--- config.mk ---
export PLATFORM = sky130hd
export DESIGN_NAME = perf_report_serializer
export DESIGN_NICKNAME = d
export VERILOG_FILES = /design/src/rtl/perf_report_serializer.sv
export SDC_FILE = /design/constraint.sdc
export NUM_CORES = 1
export LEC_CHECK = 0
export ABC_AREA = 1
export CAP_MARGIN = 10
export CORE_ASPECT_RATIO = 0.5
export CORE_MARGIN = 1.5
export CORE_UTILIZATION = 50
export CTS_CLUSTER_DIAMETER = 50
export DETAILED_ROUTE_END_ITERATION = 7
export HOLD_SLACK_MARGIN = 0.15
export PLACE_DENSITY = 0.78
export SYNTH_ARGS = -nofsm -noshare
export SYNTH_HDL_FRONTEND = slang
export SYNTH_SLANG_ARGS = --single-unit
--- constraint.sdc ---
create_clock -name clk -period 2.3 [get_ports clk]
set_clock_uncertainty 0.05 [all_clocks]
set_input_delay 0.345 -clock clk [delete_from_list [all_inputs] [get_ports clk]]
set_output_delay 0.345 -clock clk [all_outputs]
set_load 0.05 [all_outputs]
--- src/rtl/perf_report_serializer.sv ---
// perf_report_serializer
// Snapshots the performance meter's total_cycles / instr_count / cpi on request
// and streams them as a 14-byte frame (header, 12 payload bytes MSB first,
// XOR checksum) over a byte-wide valid/ready interface. All outputs are
// registered; the snapshot is frozen for the whole frame.
module perf_report_serializer #(
  parameter logic [7:0] HEADER = 8'hA5
) (
  input  logic        clk,
  input  logic        rst_n,
  input  logic        snap_req,
  input  logic [31:0] total_cycles,
  input  logic [31:0] instr_count,
  input  logic [31:0] cpi,
  output logic [7:0]  tx_data,
  output logic        tx_valid,
  input  logic        tx_ready,
  output logic        busy,
  output logic        frame_done,
  output logic        overrun
);

  typedef enum logic [0:0] {
    IDLE = 1'b0,
    SEND = 1'b1
  } state_t;

  state_t      state_r;
  logic [3:0]  idx_r;
  logic [95:0] snap_r;
  logic [7:0]  csum_r;
  logic [7:0]  tx_data_r;
  logic        tx_valid_r;
  logic        busy_r;
  logic        frame_done_r;
  logic        overrun_r;

  logic        accept_s;
  logic        last_s;
  logic [95:0] live_s;

  // XOR of the twelve payload bytes; evaluated on the live inputs so the
  // checksum is ready at the same edge the snapshot is taken.
  function automatic logic [7:0] xor_bytes(input logic [95:0] v);
    logic [7:0] acc;
    acc = 8'h00;
    for (int i = 0; i < 12; i++) begin
      acc = acc ^ v[i*8 +: 8];
    end
    return acc;
  endfunction

  // Frame byte at a given index: header, 12 snapshot bytes MSB first, checksum.
  function automatic logic [7:0] frame_byte(input logic [95:0] snap,
                                            input logic [7:0]  csum,
                                            input logic [3:0]  idx);
    logic [7:0] b;
    case (idx)
      4'd0:    b = HEADER;
      4'd1:    b = snap[95:88];
      4'd2:    b = snap[87:80];
      4'd3:    b = snap[79:72];
      4'd4:    b = snap[71:64];
      4'd5:    b = snap[63:56];
      4'd6:    b = snap[55:48];
      4'd7:    b = snap[47:40];
      4'd8:    b = snap[39:32];
      4'd9:    b = snap[31:24];
      4'd10:   b = snap[23:16];
      4'd11:   b = snap[15:8];
      4'd12:   b = snap[7:0];
      4'd13:   b = csum;
      default: b = 8'h00;
    endcase
    return b;
  endfunction

  assign accept_s = tx_valid_r & tx_ready;
  assign last_s   = (idx_r == 4'd13);
  assign live_s   = {total_cycles, instr_count, cpi};

  // Frame sequencer: snapshot on request, advance one byte per accept,
  // flag requests that arrive while a frame is draining.
  always_ff @(posedge clk or negedge rst_n) begin
    if (!rst_n) begin
      state_r      <= IDLE;
      idx_r        <= 4'd0;
      snap_r       <= 96'd0;
      csum_r       <= 8'h00;
      tx_data_r    <= 8'h00;
      tx_valid_r   <= 1'b0;
      busy_r       <= 1'b0;
      frame_done_r <= 1'b0;
      overrun_r    <= 1'b0;
    end else begin
      case (state_r)
        IDLE: begin
          frame_done_r <= 1'b0;
          if (snap_req) begin
            state_r    <= SEND;
            snap_r     <= live_s;
            csum_r     <= xor_bytes(live_s);
            idx_r      <= 4'd0;
            overrun_r  <= 1'b0;
            tx_data_r  <= HEADER;
            tx_valid_r <= 1'b1;
            busy_r     <= 1'b1;
          end else begin
            state_r    <= IDLE;
            tx_valid_r <= 1'b0;
            busy_r     <= 1'b0;
          end
        end
        SEND: begin
          // A request during a frame is never queued, only recorded.
          if (snap_req) begin
            overrun_r <= 1'b1;
          end else begin
            overrun_r <= overrun_r;
          end
          if (accept_s && last_s) begin
            state_r      <= IDLE;
            idx_r        <= 4'd0;
            tx_data_r    <= 8'h00;
            tx_valid_r   <= 1'b0;
            busy_r       <= 1'b0;
            frame_done_r <= 1'b1;
          end else if (accept_s) begin
            idx_r        <= idx_r + 4'd1;
            tx_data_r    <= frame_byte(snap_r, csum_r, idx_r + 4'd1);
            frame_done_r <= 1'b0;
          end else begin
            // Stalled by the sink: byte and index hold.
            frame_done_r <= 1'b0;
          end
        end
        default: begin
          state_r      <= IDLE;
          idx_r        <= 4'd0;
          tx_data_r    <= 8'h00;
          tx_valid_r   <= 1'b0;
          busy_r       <= 1'b0;
          frame_done_r <= 1'b0;
        end
      endcase
    end
  end

  assign tx_data    = tx_data_r;
  assign tx_valid   = tx_valid_r;
  assign busy       = busy_r;
  assign frame_done = frame_done_r;
  assign overrun    = overrun_r;

endmodule

---- After elaboration in Yosys (flattened, before gate mapping) ----
Cells that the tools add are included.
cells by class
  eq/ne operators ......................... 18
  add/sub/neg operators ................... 1
  bitwise logic cells ..................... 13
  reductions and logical operators ........ 5
  multiplexer cells ....................... 19
operator list
  operator             count
  $pmux 8 s14          1
  $xor 8x8->8          11
  $eq 4x4->1 const B   7
  $mux 8               3
  $eq 4x3->1 const B   4
  $pmux 8 s2           1
  $mux 4               3
  $eq 4x2->1 const B   2
  $pmux 1 s2           4
  $pmux 4 s2           1
  $mux 1               6
  $reduce_and 2->1     3
  $add 4x1->4 const B  1
  $eq 4x1->1 const B   1
  $logic_not 4->1      1
  $ne 2x2->1 const B   2
  $ne 3x1->1 const B   1
  $ne 2x1->1 const B   1
  $and 1x1->1          1
  $logic_and 1x1->1    1
  $not 1->1            1
word-level totals
  word-level logic and storage cells ...... 64
  output and inout port bits .............. 12
  flip-flop bits (word level) ............. 120
  bits of input ports ..................... 100

---- Logic depth before layout (Yosys ltp) ----
  depth after elaboration ................. 11
  gate-level depth with buffers ........... 14
  gate-level depth less buffers ........... 13

---- Worst setup path before layout ----
OpenSTA, ideal clock, no wires.
  path kind ............................... register to register
  start point ............................. register idx_r[1]
  end point ............................... register tx_data_r[5] (netlist: tx_data[5])
  clock period less this slack ............ 1,811 ps
  cell stages (with the launch flop) ...... 12
  slack ................................... 489 ps
  setup time .............................. 66 ps
  data arrival time ....................... 1,695 ps
  path buffers ............................ 1
  data required time ...................... 2,184 ps
  path through ............................ dfrtp_1 -> inv_1 -> ha_1 -> clkbuf_1 -> inv_1 -> nor2_4 -> nor2_1 -> nand2_1 -> nor2_1 -> a21oi_4 -> nand2_1 -> nand2_1
between the ends
  longest elaborated chain between the ends .. 6
  elaborated cells on any way between the ends .. 23
  classes of those cells .................. 1 x add/sub; 15 x eq/ne; 4 x mux; 3 x reduce/logical
ends and longest elaborated chain
  element                                   line  text
  start: declaration                        29    logic [3:0] idx_r;
  start signal: assignment                  129   idx_r <= idx_r + 4'd1;
  $add 4x1->4                               130   tx_data_r <= frame_byte(snap_r, csum_r, idx_r + 4'd1);
  $eq 4x4->1, or another cell as far along  58    case (idx)
  $pmux 8 s14                               58
  $mux 8                                    128   end else if (accept_s) begin
  $mux 8                                    121   if (accept_s && last_s) begin
  $pmux 8 s2                                96    case (state_r)
  end signal: assignment                    130
  end: declaration                          32    logic [7:0] tx_data_r;
Parallel ways exist; a longest one is shown, timed or not. The select of a mux whose other input is x is not followed.
A chain may end at the register's enable or synchronous reset.

---- Worst setup path after layout ----
  start point ............................. register idx_r[0]
  end point ............................... register tx_data_r[4] (netlist: tx_data[4])
Same word-level chain as after synthesis.

==> out/metrics.csv <==
stage,metric,value,unit
timing,normalized max-slew margin,51.12,%
worst_setup_path,"Slowest-stage cell, CP",dfrtp_1,
flow_run,max-cap viol count,0,
grt,largest net degree at the start of global routing,71,
timing,Tcrit/Tclk final,93.38,%
worst_setup_path,Crit path arrival time,2440,ps
place,port bufs,111,
cts,TritonCTS clock tree,built,
floorplanning,initial core utilization,51.50,%
logic_synthesis,adder-cell area share of the yosys netlist,1.145,%
logic_synthesis,xor-xnor portion of the synthesized cell area,10.55,%
worst_hold_path,Hold WC Path Type,input pin to async pin,
timing,unrepaired setup endpoints after global routing,false,
final_layout,filler instances,1015,
worst_setup_path,kind of end point of the critical path,flop,
worst_setup_path,crit-path max cell delay,460,ps
final_layout,post-layout net count,1078,
cts,root buffer cell,clkbuf_16,
place,DP HPWL,12760,um
logic_synthesis,net count after synthesis,959,
final_layout,area delta synth->final,30.45,%
floorplanning,die width,165.0,um
logic_synthesis,Synth Area in Compound Gates,3.491,%
grt,Total Routing Usage GR,26.82,%
route,Iteration-0 DRC Markers,567,
place,Post-DP Area,7905,um^2
floorplanning,Top-Level Pins,112,
worst_setup_path,kind of cell adding the most delay to the critical path,simple AND/OR/NAND/NOR gates,
timing,endpoints failing setup,0,
final_layout,Multi-input gate area,3219,um^2
final_layout,Ant. Diodes,0,
worst_setup_path,Bufs and invs on worst path,2,
worst_setup_path,crit path kind,flop to flop,
cts,Worst-Skew Late Latency,410,ps
route,Detailed Routing Iterations Pass 1,5,
floorplanning,site row count,29,
logic_synthesis,synth top area cells,"dfrtp_1, nand2_1, xnor2_1",
floorplanning,core area,12740,um^2
route,ANT nets after route,0,
timing,FMAX,465.6,MHz
timing,setup_tns,0,ps
cts,H-tree levels,4,
power_and_ir_drop,Final Power,10.34,mW
logic_synthesis,Yosys warning count,0,
logic_synthesis,Synth Area in Simple Gates,33.59,%
worst_setup_path,"most used cell, CP",nand2_1,
floorplanning,Die Span Y,83.99,um
cts,Inserted Clock Buffers,17,
floorplanning,die area,13860,um^2
logic_synthesis,Mapped Cells,853,
route,per-cell routed wire length,15.41,um
logic_synthesis,synthesized area per cell,7.689,um^2
logic_synthesis,mux cell area share after synthesis,0,%
status,status,"finished, final reports clean",
worst_setup_path,crit-path max FO,19,
route,DRC violations left,0,
grt,global-route wire length before repair,28530,um
route,WL final,17800,um
logic_synthesis,mapped cell area,6559,um^2
grt,gr ovfl total,0,
power_and_ir_drop,Peak VDD IR,0.6905,mV
power_and_ir_drop,Leak,4.112,nW
cts,CTS Sinks,120,
grt,vias in the first global route,5862,
route,DR vias,6003,
logic_synthesis,post-synthesis sequential area ratio,45.78,%
grt,initial antenna violation count,0,
logic_synthesis,Synth Register Bits,120,
logic_synthesis,largest family of logic cells by synthesized area,simple AND/OR/NAND/NOR gates,
timing,fin. max-slew vios,0,
power_and_ir_drop,Power Dens Cells,1208,nW/um^2
route,Vias/cell,5.197,
cts,Clock Path Buffers,2,
final_layout,Finished Cell Area,8556,um^2
logic_synthesis,Yosys top cell by area,dfrtp_1,
place,placer congestion estimate,0.9160,
timing,measured slew at the worst slew-check pin,733.2,ps
timing,Hold Fails Final Rpt,0,
worst_setup_path,CP cell instances,"ha_1, inv_1, nand2_1, nand2_1, buf_12, nand3_1, nand4_1, nor2_1, a21oi_4, nand2_1, nand2_1",
worst_setup_path,type of origin of the critical path,flop,
final_layout,Seq. cell area,3003,um^2
worst_setup_path,Critical Path RT,2600,ps
timing,min cycle time layout,2148,ps
logic_synthesis,Netlist cell types,27,
logic_synthesis,Synth top area share,45.78,%
final_layout,fraction of layout instances using a drive strength above 1,8.426,%
cts,"Reg clk slew, reported paths",60,ps
path summary, 6_finish.rpt:
path	from	end	slack [ps]	depth (start not counted)
setup / recovery	idx_r[0]	tx_data[4]	150	11
hold / removal	rst_n	snap_r[4]	360	2
setup reg to reg	idx_r[0]	tx_data[4]	150	11
hold reg to reg	snap_r[54]	snap_r[54]	420	2
max in group asynchronous	rst_n	snap_r[40]	1220	3
min in group clk	snap_r[54]	snap_r[54]	420	2
cells in the final DEF (no fill, tap or decap), drive strengths merged, types with 6 or more instances in the layout:
master and instances:
nand3 50, dfrtp 120, clkdlybuf4s50 110, xor2 12, nand4 26, o21ai 31, clkbuf 20, xnor2 67
buf 22, o22ai 6, nor2 58, inv 53, nand2 378, ha 6
cell usage after synthesis (all sizes together):
cell	n
buf	13
ha	6
or2	4
a21oi	5
nand4	26
nor2	58
o22ai	6
inv	52
xnor2	67
clkinv	1
nand3	50
nor3	3
xor2	12
nor3b	1
o21ai	31
clkbuf	20
nand2	378
dfrtp	120
registers in the layout, indices dropped and copies added (netlist names):
signal	cells
state_r	1
frame_done	1
idx_r	4
snap_r	96
busy	1
tx_data	8
csum_r	8
overrun	1
timing repair:
action	CTS	global route
endpoints found under the hold margin	29	0
setup endpoints to repair	0	5
buffers inserted	0	6
hold buffers	1	0
gates resized for setup	0	3
layout make-up:
type                            instances  area share [%]
Multi-Input combinational cell        647           37.63
Sequential cell                       120           35.10
Timing Repair Buffer                  133           15.65
Clock buffer                           20           5.338
Tap cell                              170           2.486
Inverter                               53           2.325
Clock inverter                         12           1.477
through the flow:
stage          cells  setup slack, ps  hold WS [ps]  util, %
2_1_floorplan    853            488.9       -0.5911        -
3_3_place_gp    1116            170.7         255.6    62.07
3_5_place_dp    1116            144.8         257.0    62.07
4_1_cts         1149            161.9         360.7    66.73
5_1_grt         1155            4.224         397.4    67.18
6_report        1155            152.3         356.5    67.18
worst reg2reg max path, stage by stage, from the launching register on:
cell,delay (ps)
dfrtp_1,460
ha_1,250
inv_1,50
nand2_1,40
nand2_1,140
buf_12,200
nand3_1,260
nand4_1,190
nor2_1,80
a21oi_4,210
nand2_1,90
nand2_1,70
cell families after synthesis:
group,count (synthesis)
compound gates,42
flops,120
fa+ha+maj,6
buf+inv,86
xor+xnor,79
simple gates,520
power by group:
group	leakage [nW]	switching (mW)	internal, mW
Sequential	1.49	0.644	3.09
Combinational	2.35	2.52	1.49
Clock	0.274	0.957	1.64
Total	4.11	4.12	6.22
metal layers:
| layer | track usage, % | part of all wire (%) |
|---|---|---|
| met2 | 42.25 | 46 |
| met1 | 37.07 | 45 |
| met4 | 9.173 | 1.6 |
| met5 | 0 | 0 |
| met3 | 5.266 | 7.0 |
(Power assumes the default switching activity.)
